## config.mk

```make
export PLATFORM = sky130hd
export DESIGN_NAME = pipeline_exec_ctrl_flat
export DESIGN_NICKNAME = d
export VERILOG_FILES = /design/src/rtl/pipeline_exec_ctrl_pkg.sv /design/src/rtl/pipeline_exec_ctrl_if.sv /design/src/rtl/pipeline_exec_ctrl_sat_counter.sv /design/src/rtl/pipeline_exec_ctrl.sv /design/src/flat_wrapper.sv
export SDC_FILE = /design/constraint.sdc
export NUM_CORES = 1
export LEC_CHECK = 0
export ABC_CLOCK_PERIOD_IN_PS = 3400
export CAP_MARGIN = 20
export CORE_MARGIN = 2
export CORE_UTILIZATION = 40
export DETAILED_ROUTE_END_ITERATION = 10
export PLACE_DENSITY = 0.66
export SYNTH_ARGS = -nofsm -noshare
export SYNTH_HDL_FRONTEND = slang
export SYNTH_SLANG_ARGS = --single-unit
```

## constraint.sdc

```tcl
create_clock -name clk -period 3.4 [get_ports clk]
set_input_delay 0.34 -clock clk [delete_from_list [all_inputs] [get_ports clk]]
set_output_delay 0.34 -clock clk [all_outputs]
set_load 0.01 [all_outputs]
```

## src/rtl/pipeline_exec_ctrl_pkg.sv

```systemverilog
// Shared command codes and sequencer state encodings for the pipeline execution controller.
package pipeline_exec_ctrl_pkg;
    localparam int NB_CMD = 8;

    localparam logic [NB_CMD-1:0] CMD_RUN   = 8'h52;
    localparam logic [NB_CMD-1:0] CMD_STEP  = 8'h53;
    localparam logic [NB_CMD-1:0] CMD_FLUSH = 8'h46;
    localparam logic [NB_CMD-1:0] CMD_ABORT = 8'h41;

    typedef enum logic [2:0] {
        ST_IDLE   = 3'd0,
        ST_RUN    = 3'd1,
        ST_STEP   = 3'd2,
        ST_HALTED = 3'd3,
        ST_FLUSH  = 3'd4
    } state_t;
endpackage

```

## src/rtl/pipeline_exec_ctrl_if.sv

```systemverilog
// Command byte handshake, WB halt flag and pipeline control/debug outputs of the execution controller.
interface pipeline_exec_ctrl_if
    import pipeline_exec_ctrl_pkg::*;
#(
    parameter int NB_CYC = 32
);
    logic              cmd_vld;
    logic [NB_CMD-1:0] cmd_dat;
    logic              cmd_rdy;
    logic              halt_wb;
    logic              pipe_enable;
    logic              pipe_flush;
    logic [2:0]        state;
    logic [NB_CYC-1:0] cycle_count;
    logic              done;

    modport master (
        output cmd_vld, cmd_dat, halt_wb,
        input  cmd_rdy, pipe_enable, pipe_flush, state, cycle_count, done
    );

    modport slave (
        input  cmd_vld, cmd_dat, halt_wb,
        output cmd_rdy, pipe_enable, pipe_flush, state, cycle_count, done
    );
endinterface

```

## src/rtl/pipeline_exec_ctrl_sat_counter.sv

```systemverilog
// Up-counter with enable and synchronous clear that sticks at all-ones instead of wrapping.
// Latency: count visible the cycle after the enabling edge; no backpressure.
module pipeline_exec_ctrl_sat_counter #(
    parameter int W = 32
) (
    input  logic         clk,
    input  logic         rst_n,
    input  logic         en,
    input  logic         clr,
    output logic [W-1:0] cnt
);
    always_ff @(posedge clk or negedge rst_n) begin
        if (!rst_n) begin
            cnt <= '0;
        end else if (clr) begin
            cnt <= '0;
        end else if (en && (cnt != {W{1'b1}})) begin
            cnt <= cnt + 1'b1;
        end
    end
endmodule

```

## src/rtl/pipeline_exec_ctrl.sv

```systemverilog
// Run/step/flush sequencer owning the global pipeline enable and flush, stopping on HALT in WB.
// Latency: outputs registered from next state (one cycle after command); cmd_rdy low in STEP/FLUSH.
module pipeline_exec_ctrl
    import pipeline_exec_ctrl_pkg::*;
#(
    parameter int NB_CYC       = 32,
    parameter int FLUSH_CYCLES = 2
) (
    input  logic                 clk,
    input  logic                 rst_n,
    pipeline_exec_ctrl_if.slave  bus
);
    localparam int FW = (FLUSH_CYCLES > 1) ? $clog2(FLUSH_CYCLES) : 1;
    localparam logic [FW-1:0] FLUSH_LAST = FW'(FLUSH_CYCLES - 1);

    state_t        st;
    state_t        nxt;
    logic [FW-1:0] fcnt;
    logic          acc;
    logic          halt_seen;
    logic          cnt_clr;

    assign bus.cmd_rdy = rst_n && ((st == ST_IDLE) || (st == ST_RUN) || (st == ST_HALTED));
    assign acc         = bus.cmd_vld && bus.cmd_rdy;
    // The WB halt flag is only meaningful while instructions are actually advancing.
    assign halt_seen   = bus.pipe_enable && bus.halt_wb;
    assign cnt_clr     = (nxt == ST_FLUSH) && (st != ST_FLUSH);
    assign bus.state   = st;

    always_comb begin
        nxt = st;
        case (st)
            ST_IDLE: begin
                if (acc) begin
                    case (bus.cmd_dat)
                        CMD_RUN:   nxt = ST_RUN;
                        CMD_STEP:  nxt = ST_STEP;
                        CMD_FLUSH: nxt = ST_FLUSH;
                        default:   nxt = ST_IDLE;
                    endcase
                end
            end
            ST_RUN: begin
                if (halt_seen) begin
                    nxt = ST_HALTED;
                end else if (acc && (bus.cmd_dat == CMD_ABORT)) begin
                    nxt = ST_IDLE;
                end
            end
            ST_STEP:   nxt = halt_seen ? ST_HALTED : ST_IDLE;
            ST_HALTED: if (acc && (bus.cmd_dat == CMD_FLUSH)) nxt = ST_FLUSH;
            ST_FLUSH:  if (fcnt == FLUSH_LAST) nxt = ST_IDLE;
            default:   nxt = ST_IDLE;
        endcase
    end

    always_ff @(posedge clk or negedge rst_n) begin
        if (!rst_n) begin
            st              <= ST_IDLE;
            fcnt            <= '0;
            bus.pipe_enable <= 1'b0;
            bus.pipe_flush  <= 1'b0;
            bus.done        <= 1'b0;
        end else begin
            st              <= nxt;
            fcnt            <= (st == ST_FLUSH) ? fcnt + 1'b1 : '0;
            bus.pipe_enable <= (nxt == ST_RUN) || (nxt == ST_STEP);
            bus.pipe_flush  <= (nxt == ST_FLUSH);
            bus.done        <= ((nxt == ST_HALTED) && (st != ST_HALTED)) ||
                               ((st == ST_STEP) && (nxt == ST_IDLE));
        end
    end

    pipeline_exec_ctrl_sat_counter #(.W(NB_CYC)) u_cyc_cnt (
        .clk   (clk),
        .rst_n (rst_n),
        .en    (bus.pipe_enable),
        .clr   (cnt_clr),
        .cnt   (bus.cycle_count)
    );
endmodule

```

## src/flat_wrapper.sv

```systemverilog
// flat-port wrapper written by rule: the top's interface ports become plain ports
module pipeline_exec_ctrl_flat import pipeline_exec_ctrl_pkg::*;
#(
    parameter int NB_CYC       = 32,
    parameter int FLUSH_CYCLES = 2
)
  (clk, rst_n, bus_cmd_vld, bus_cmd_dat, bus_halt_wb, bus_cmd_rdy, bus_pipe_enable, bus_pipe_flush, bus_state, bus_cycle_count, bus_done);
  pipeline_exec_ctrl_if #(.NB_CYC(NB_CYC)) bus_i ();
  input  logic clk;
  input  logic rst_n;
  input wire logic [$bits(bus_i.cmd_vld)-1:0] bus_cmd_vld;
  input wire logic [$bits(bus_i.cmd_dat)-1:0] bus_cmd_dat;
  input wire logic [$bits(bus_i.halt_wb)-1:0] bus_halt_wb;
  output wire logic [$bits(bus_i.cmd_rdy)-1:0] bus_cmd_rdy;
  output wire logic [$bits(bus_i.pipe_enable)-1:0] bus_pipe_enable;
  output wire logic [$bits(bus_i.pipe_flush)-1:0] bus_pipe_flush;
  output wire logic [$bits(bus_i.state)-1:0] bus_state;
  output wire logic [$bits(bus_i.cycle_count)-1:0] bus_cycle_count;
  output wire logic [$bits(bus_i.done)-1:0] bus_done;
  assign bus_i.cmd_vld = bus_cmd_vld;
  assign bus_i.cmd_dat = bus_cmd_dat;
  assign bus_i.halt_wb = bus_halt_wb;
  assign bus_cmd_rdy = bus_i.cmd_rdy;
  assign bus_pipe_enable = bus_i.pipe_enable;
  assign bus_pipe_flush = bus_i.pipe_flush;
  assign bus_state = bus_i.state;
  assign bus_cycle_count = bus_i.cycle_count;
  assign bus_done = bus_i.done;
  pipeline_exec_ctrl #(.NB_CYC(NB_CYC), .FLUSH_CYCLES(FLUSH_CYCLES)) u_core (.clk(clk), .rst_n(rst_n), .bus(bus_i));
endmodule
```

==> impl_metrics.env <==
export IMPL_status="finished, final reports clean"
export IMPL_cp_arrival_ns=2.45
export IMPL_path_buf_inv=1
export IMPL_p_int_mw=1.04
export IMPL_wl_per_cell_um=14.3
export IMPL_startpoint_type="register"
export IMPL_final_layout_size_suffix_gt1_share_pct=12.8
export IMPL_clockBufferDepth=2
export IMPL_cts_buffers=5
export IMPL_crit_fanout=30
export IMPL_die_height_um=79.6
export IMPL_vias=2001
export IMPL_cts_max_level=2
export IMPL_critPathTopFamily="simple AND/OR/NAND/NOR gates"
export IMPL_drc=0
export IMPL_cts_tree="yes"
export IMPL_diodes=0
export IMPL_final_setup_skew_ns=0.00688
export IMPL_tightest_slew_ns=0.766
export IMPL_place_inst=352
export IMPL_cp_slowest_cell="or4_2"
export IMPL_stdcell_count=360
export IMPL_hold_class="in2async"
export IMPL_ir_drop_v=0.000408
export IMPL_slew_viol_final=0
export IMPL_power_frac_seq_pct=41.3
export IMPL_finalHoldViolations=0
export IMPL_fill_cells=501
export IMPL_crit_chain="ha_1 > and2_1 > nand4_4 > o31ai_4 > buf_4 > or4_2 > nand2_1"
export IMPL_slowest_delay_ns=0.63
export IMPL_syn_to_final_growth_pct=27.0
export IMPL_postCtsHoldBufs=0
export IMPL_max_slew_margin_pct=48.7
export IMPL_async_flop_share_pct=100
export IMPL_period_needed_ns=2.22
export IMPL_synthCells=236
export IMPL_drtIter0Drc=62
export IMPL_switching_power_uw=602
export IMPL_syn_nets=249
export IMPL_synth_cell_types=49
export IMPL_cp_data_required_time_ns=3.63
export IMPL_seq_area_frac_synth_pct=42.7
export IMPL_root_buffer="clkbuf_8"
export IMPL_syn_cell_area_um2=2280
export IMPL_max_freq_mhz=450
export IMPL_tns_ns=0
export IMPL_synth_seq_cells=39
export IMPL_firstDrtPassIters=4
export IMPL_rsz0062_at_grt="no"
export IMPL_grt_usage_pct=17.2
export IMPL_cts_sinks=39
export IMPL_combPwrFrac_pct=38.0
export IMPL_pin_count=51
export IMPL_switching_share_pct=36.7
export IMPL_grt_pass1_wl_mm=8.59
export IMPL_mostFrequentLayoutCell="clkdlybuf4s50_1"
export IMPL_dp_hpwl_mm=3.68
export IMPL_final_cell_mix="49 x clkdlybuf4s50_1, 39 x dfrtp_1, 22 x or3_1"
export IMPL_viasPerCell=5.56
export IMPL_yosys_warnings=0
export IMPL_fin_util_pct=52.6
export IMPL_die_w_um=79.6
export IMPL_cts_resized=0
export IMPL_core_um2=5510
export IMPL_port_buffers=50
export IMPL_grt_max_degree=40
export IMPL_row_count=27
export IMPL_start_util_pct=41.5
export IMPL_syn_area_per_cell_um2=9.68
export IMPL_clkPwrFrac_pct=20.8
export IMPL_clk_pin_slew_ns=0.08
export IMPL_antenna_found_initial=0
export IMPL_synth_flop_cell="dfrtp_1"
export IMPL_crit_type="reg2reg"
export IMPL_wl_mm=5.16
export IMPL_final_nets=300
export IMPL_cap_violations=0
export IMPL_worst_skew_pair_late_latency_ns=0.29
export IMPL_synth_edff_count=0
export IMPL_min_period_over_period_pct=65.4
export IMPL_grt_overflow_total=0
export IMPL_power_density_nw_per_um2=565
export IMPL_gp_congestion=0.922
export IMPL_cts_setup_buffers=0
export IMPL_finalSetupViolCount=0
export IMPL_total_power_mw=1.64
export IMPL_leakage_nw=1.04
export IMPL_antenna_left=0
export IMPL_critPathCaptureType="register"
export IMPL_die_area_um2=6330
export IMPL_grt_pass1_vias=1855
-- power by group through the flow --
stage,clock [mW],combinational [mW],sequential (mW)
6_report,0.340,0.622,0.677
5_1_grt,0.373,0.694,0.697
4_1_cts,0.356,0.627,0.676
3_5_place_dp,0,0.623,0.683
3_3_place_gp,0,0.617,0.686
2_1_floorplan,0,0.370,0.694
-- path summary, 6_finish.rpt --
check / end / start / cells after the start / slack, ns
max: u_core.u_cyc_cnt.cnt[9] / u_core.u_cyc_cnt.cnt[0] / 7 / 1.18
min: u_core.u_cyc_cnt.cnt[4] / rst_n / 2 / 0.15
max reg2reg: u_core.u_cyc_cnt.cnt[9] / u_core.u_cyc_cnt.cnt[0] / 7 / 1.18
min reg2reg: u_core.fcnt / u_core.fcnt / 1 / 0.42
max in group asynchronous: u_core.bus.state[0] / rst_n / 2 / 2.90
min in group clk: u_core.fcnt / u_core.fcnt / 1 / 0.42
-- metrics by stage --
step,setup slack (ns),cell area [um^2],hold slack [ns]
3_5_place_dp,0.973,2800,0.409
5_1_grt,1.06,2900,0.199
2_1_floorplan,1.46,2280,0.0444
4_1_cts,1.17,2900,0.169
3_3_place_gp,1.00,2800,0.408
6_report,1.18,2900,0.150
-- area by class of cell --
class | instances | area [um^2] | area share [%]
well taps | 72 | 90.1 | 3.11
inverters | 6 | 22.5 | 0.777
repair buffers | 54 | 526 | 18.1
clock buffers | 8 | 100 | 3.45
flip-flops and latches | 39 | 976 | 33.7
multi-input cells | 181 | 1180 | 40.9
-- synthesized netlist by cell type, types with 3 or more instances --
library cell	instances	area, um^2
a21oi_1	17	85.1
a21oi_2	5	43.8
and2_1	6	37.5
and3_1	3	18.8
and4_1	6	52.6
buf_6	4	45.0
dfrtp_1	39	976
inv_1	6	22.5
nand2_1	17	63.8
nand2b_1	3	18.8
nand3_1	17	85.1
nand4_1	6	37.5
nor2_1	8	30.0
nor3_1	4	20.0
nor4_1	6	37.5
o211ai_1	4	30.0
o21ai_0	17	85.1
o21ai_2	5	43.8
or3_1	22	138
xnor2_1	4	35.0
-- routing by layer --
layer | vias to the layer above | share of wire, % | wire, um | track usage, %
li1 | 994 | - | - | -
met1 | 962 | 47 | 2420 | 22.4
met2 | 37 | 48 | 2460 | 28.2
met3 | 8 | 3.6 | 185 | 3.85
met4 | 0 | 1.7 | 88 | 6.03
met5 | - | 0 | 0 | 0
-- registers in the layout, indices dropped and copies added (netlist names) --
signal                  count
u_core.fcnt                 1
u_core.bus.done             1
u_core.bus.state            3
u_core.bus.pipe_flush       1
u_core.u_cyc_cnt.cnt       32
u_core.bus.pipe_enable      1
-- cell families after synthesis --
family	share of synthesized area, %
AND/OR/NAND/NOR	31.3
AO/OA/AOI/OAI	17.8
flip-flops	42.7
buffers and inverters	5.37
XOR/XNOR	2.25
adder cells (fa/ha/maj)	0.548
(Power assumes the default switching activity.)
==> patch, RTL diff (config.mk and constraints unchanged) <==
Make the reset (`rst_n`) synchronous in 2 clocked blocks.
--- a/src/rtl/pipeline_exec_ctrl_sat_counter.sv
+++ b/src/rtl/pipeline_exec_ctrl_sat_counter.sv
@@ -11,3 +11,3 @@
 );
-    always_ff @(posedge clk or negedge rst_n) begin
+    always_ff @(posedge clk) begin
         if (!rst_n) begin
--- a/src/rtl/pipeline_exec_ctrl.sv
+++ b/src/rtl/pipeline_exec_ctrl.sv
@@ -56,3 +56,3 @@
 
-    always_ff @(posedge clk or negedge rst_n) begin
+    always_ff @(posedge clk) begin
         if (!rst_n) begin
Formal check against the unedited RTL: differs if rst_n is asserted again (counterexample within 4 cycles, from zero or initial values and one cycle with rst_n low); with rst_n held inactive, the same outputs for 10 cycles.
==> patch against the original RTL <==
- setup slack better by 0.029 ns
- sequential cell count unchanged
- design area down 2.1%
- routed wire length up 7.0%
- area after synthesis down 4.5%
Power is not compared: it rests on default switching activity, and its combinational part moved more than twofold at a synthesized area within 25%.
==> patch: results (changes against the original RTL) <==
STATUS='completed'  # unchanged
YOSYS.AREA_SHARE.XOR_XNOR=0.0402  # was 0.0225
LAYOUT.CLOCK.CELL_AREA_SHARE=0.0414  # was 0.0345
POSTSYNTH.TOPFLOPCELL='dfxtp_1'  # was dfrtp_1
ROUTED_WIRELENGTH_UM=5520  # was 5160 um
DP.FINAL_HPWL_UM=3950  # was 3680 um
GRT_PASS1_WL_UM=9830  # was 8590 um
GRT_OVERALL_USAGE=0.199  # was 0.172
MULTI_INPUT_AREA_SHARE=0.468  # was 0.409
AREA.SHARE.SEQUENTIAL=0.275  # was 0.337
SYN_NETS=270  # was 249
SLEW-LIMIT-HEADROOM=0.559  # was 0.487
SYNTH-SEQ-AREA-SHARE=0.358  # was 0.427
WORST-PATH-MAX-FANOUT=8  # was 30
CLOCK_BUFFER_COUNT=6  # was 8
FINAL.FILL_COUNT=466  # was 501
CRIT_ARRIVAL_NS=2.42  # was 2.45 ns
FIRST_PASS_ITERS=5  # was 4
SYNTH_FA_HA_AREA_FRAC=0.00574  # was 0.00548
SYNTH_TOP_CELLS_BY_AREA='dfxtp_1, a21oi_1, nand2_1'  # was dfrtp_1, or3_1, a21oi_1
BUFFER_AREA_FRAC=0.179  # was 0.181
SHARE_OF_LAYOUT_CELLS_ABOVE_DRIVE_STRENGTH_1=0.0721  # was 0.128
FINCLKSKEW_NS=0.00539  # was 0.00688 ns
NNONCLKINVERTERS=4  # was 6
DR_TOTAL_VIAS=2149  # was 2001
POST_SYNTH_NUM_CELL_TYPES=46  # was 49
PLACE_WORST_SETUP_SLACK_NS=0.957  # was 0.973 ns
NON_CLOCK_BUFFER_COUNT_IN_THE_FINAL_LAYOUT=51  # was 54
MULTIINPUTCOMBCELLCOUNT=203  # was 181
SLOWEST_STAGE='or4_1'  # was or4_2
DIE_X_UM=77.8  # was 79.6 um
POSTSYNTH.ASYNCRESETSHARE=0  # was 1.00
CRITICAL_PATH.MAX_STAGE_DELAY_NS=0.49  # was 0.63 ns
LARGEST_NET_DEGREE_AT_THE_START_OF_GLOBAL_ROUTING=33  # was 40
## patch: cell count changes after synthesis, moves of 7 or more
cell | unedited run | this run
dfrtp_1 | 39 | 0
dfxtp_1 | 0 | 39
nand3_1 | 17 | 10
nor2_1 | 8 | 20
or3_1 | 22 | 9
## patch: cells by family after synthesis
family / after synthesis
muxes: 5
buffers and inverters: 15
AOI/OAI and AO/OA: 61
adders and majority gates: 1
and+or+nand+nor: 126
DFF: 39
xor gates and xnor gates: 10
## patch: final timing paths
kind	depth (start not counted)	startpoint	slack (ns)	to
worst max-delay path	5	u_core.u_cyc_cnt.cnt[14]	1.21	u_core.u_cyc_cnt.cnt[31]
worst min-delay path	2	u_core.u_cyc_cnt.cnt[26]	0.52	u_core.u_cyc_cnt.cnt[26]
worst max register to register	5	u_core.u_cyc_cnt.cnt[14]	1.21	u_core.u_cyc_cnt.cnt[31]
worst min register to register	2	u_core.u_cyc_cnt.cnt[26]	0.52	u_core.u_cyc_cnt.cnt[26]
## patch: metrics by stage
step	instance area, um^2	utilization	std cells
floorplan	2180	-	257
global placement	2720	0.526	367
detailed placement	2720	0.526	367
CTS	2840	0.549	375
global route	2840	0.549	375
finish	2840	0.549	375
## patch: power groups by stage
stage               clock network, mW  registers [mW]  logic (mW)
floorplan                           0           0.467      0.0138
global placement                    0           0.467      0.0304
detailed placement                  0           0.467      0.0308
CTS                             0.410           0.456      0.0309
global route                    0.431           0.457      0.0343
finish                          0.401           0.457      0.0307
## patch: layer usage
| metal | wire length (um) | global-route usage | part of all wire |
|---|---|---|---|
| met2 | 2530 | 0.303 | 0.46 |
| met4 | 76 | 0.0786 | 0.014 |
| met1 | 2720 | 0.281 | 0.49 |
| met3 | 193 | 0.0279 | 0.035 |
| met5 | 0 | 0 | 0 |
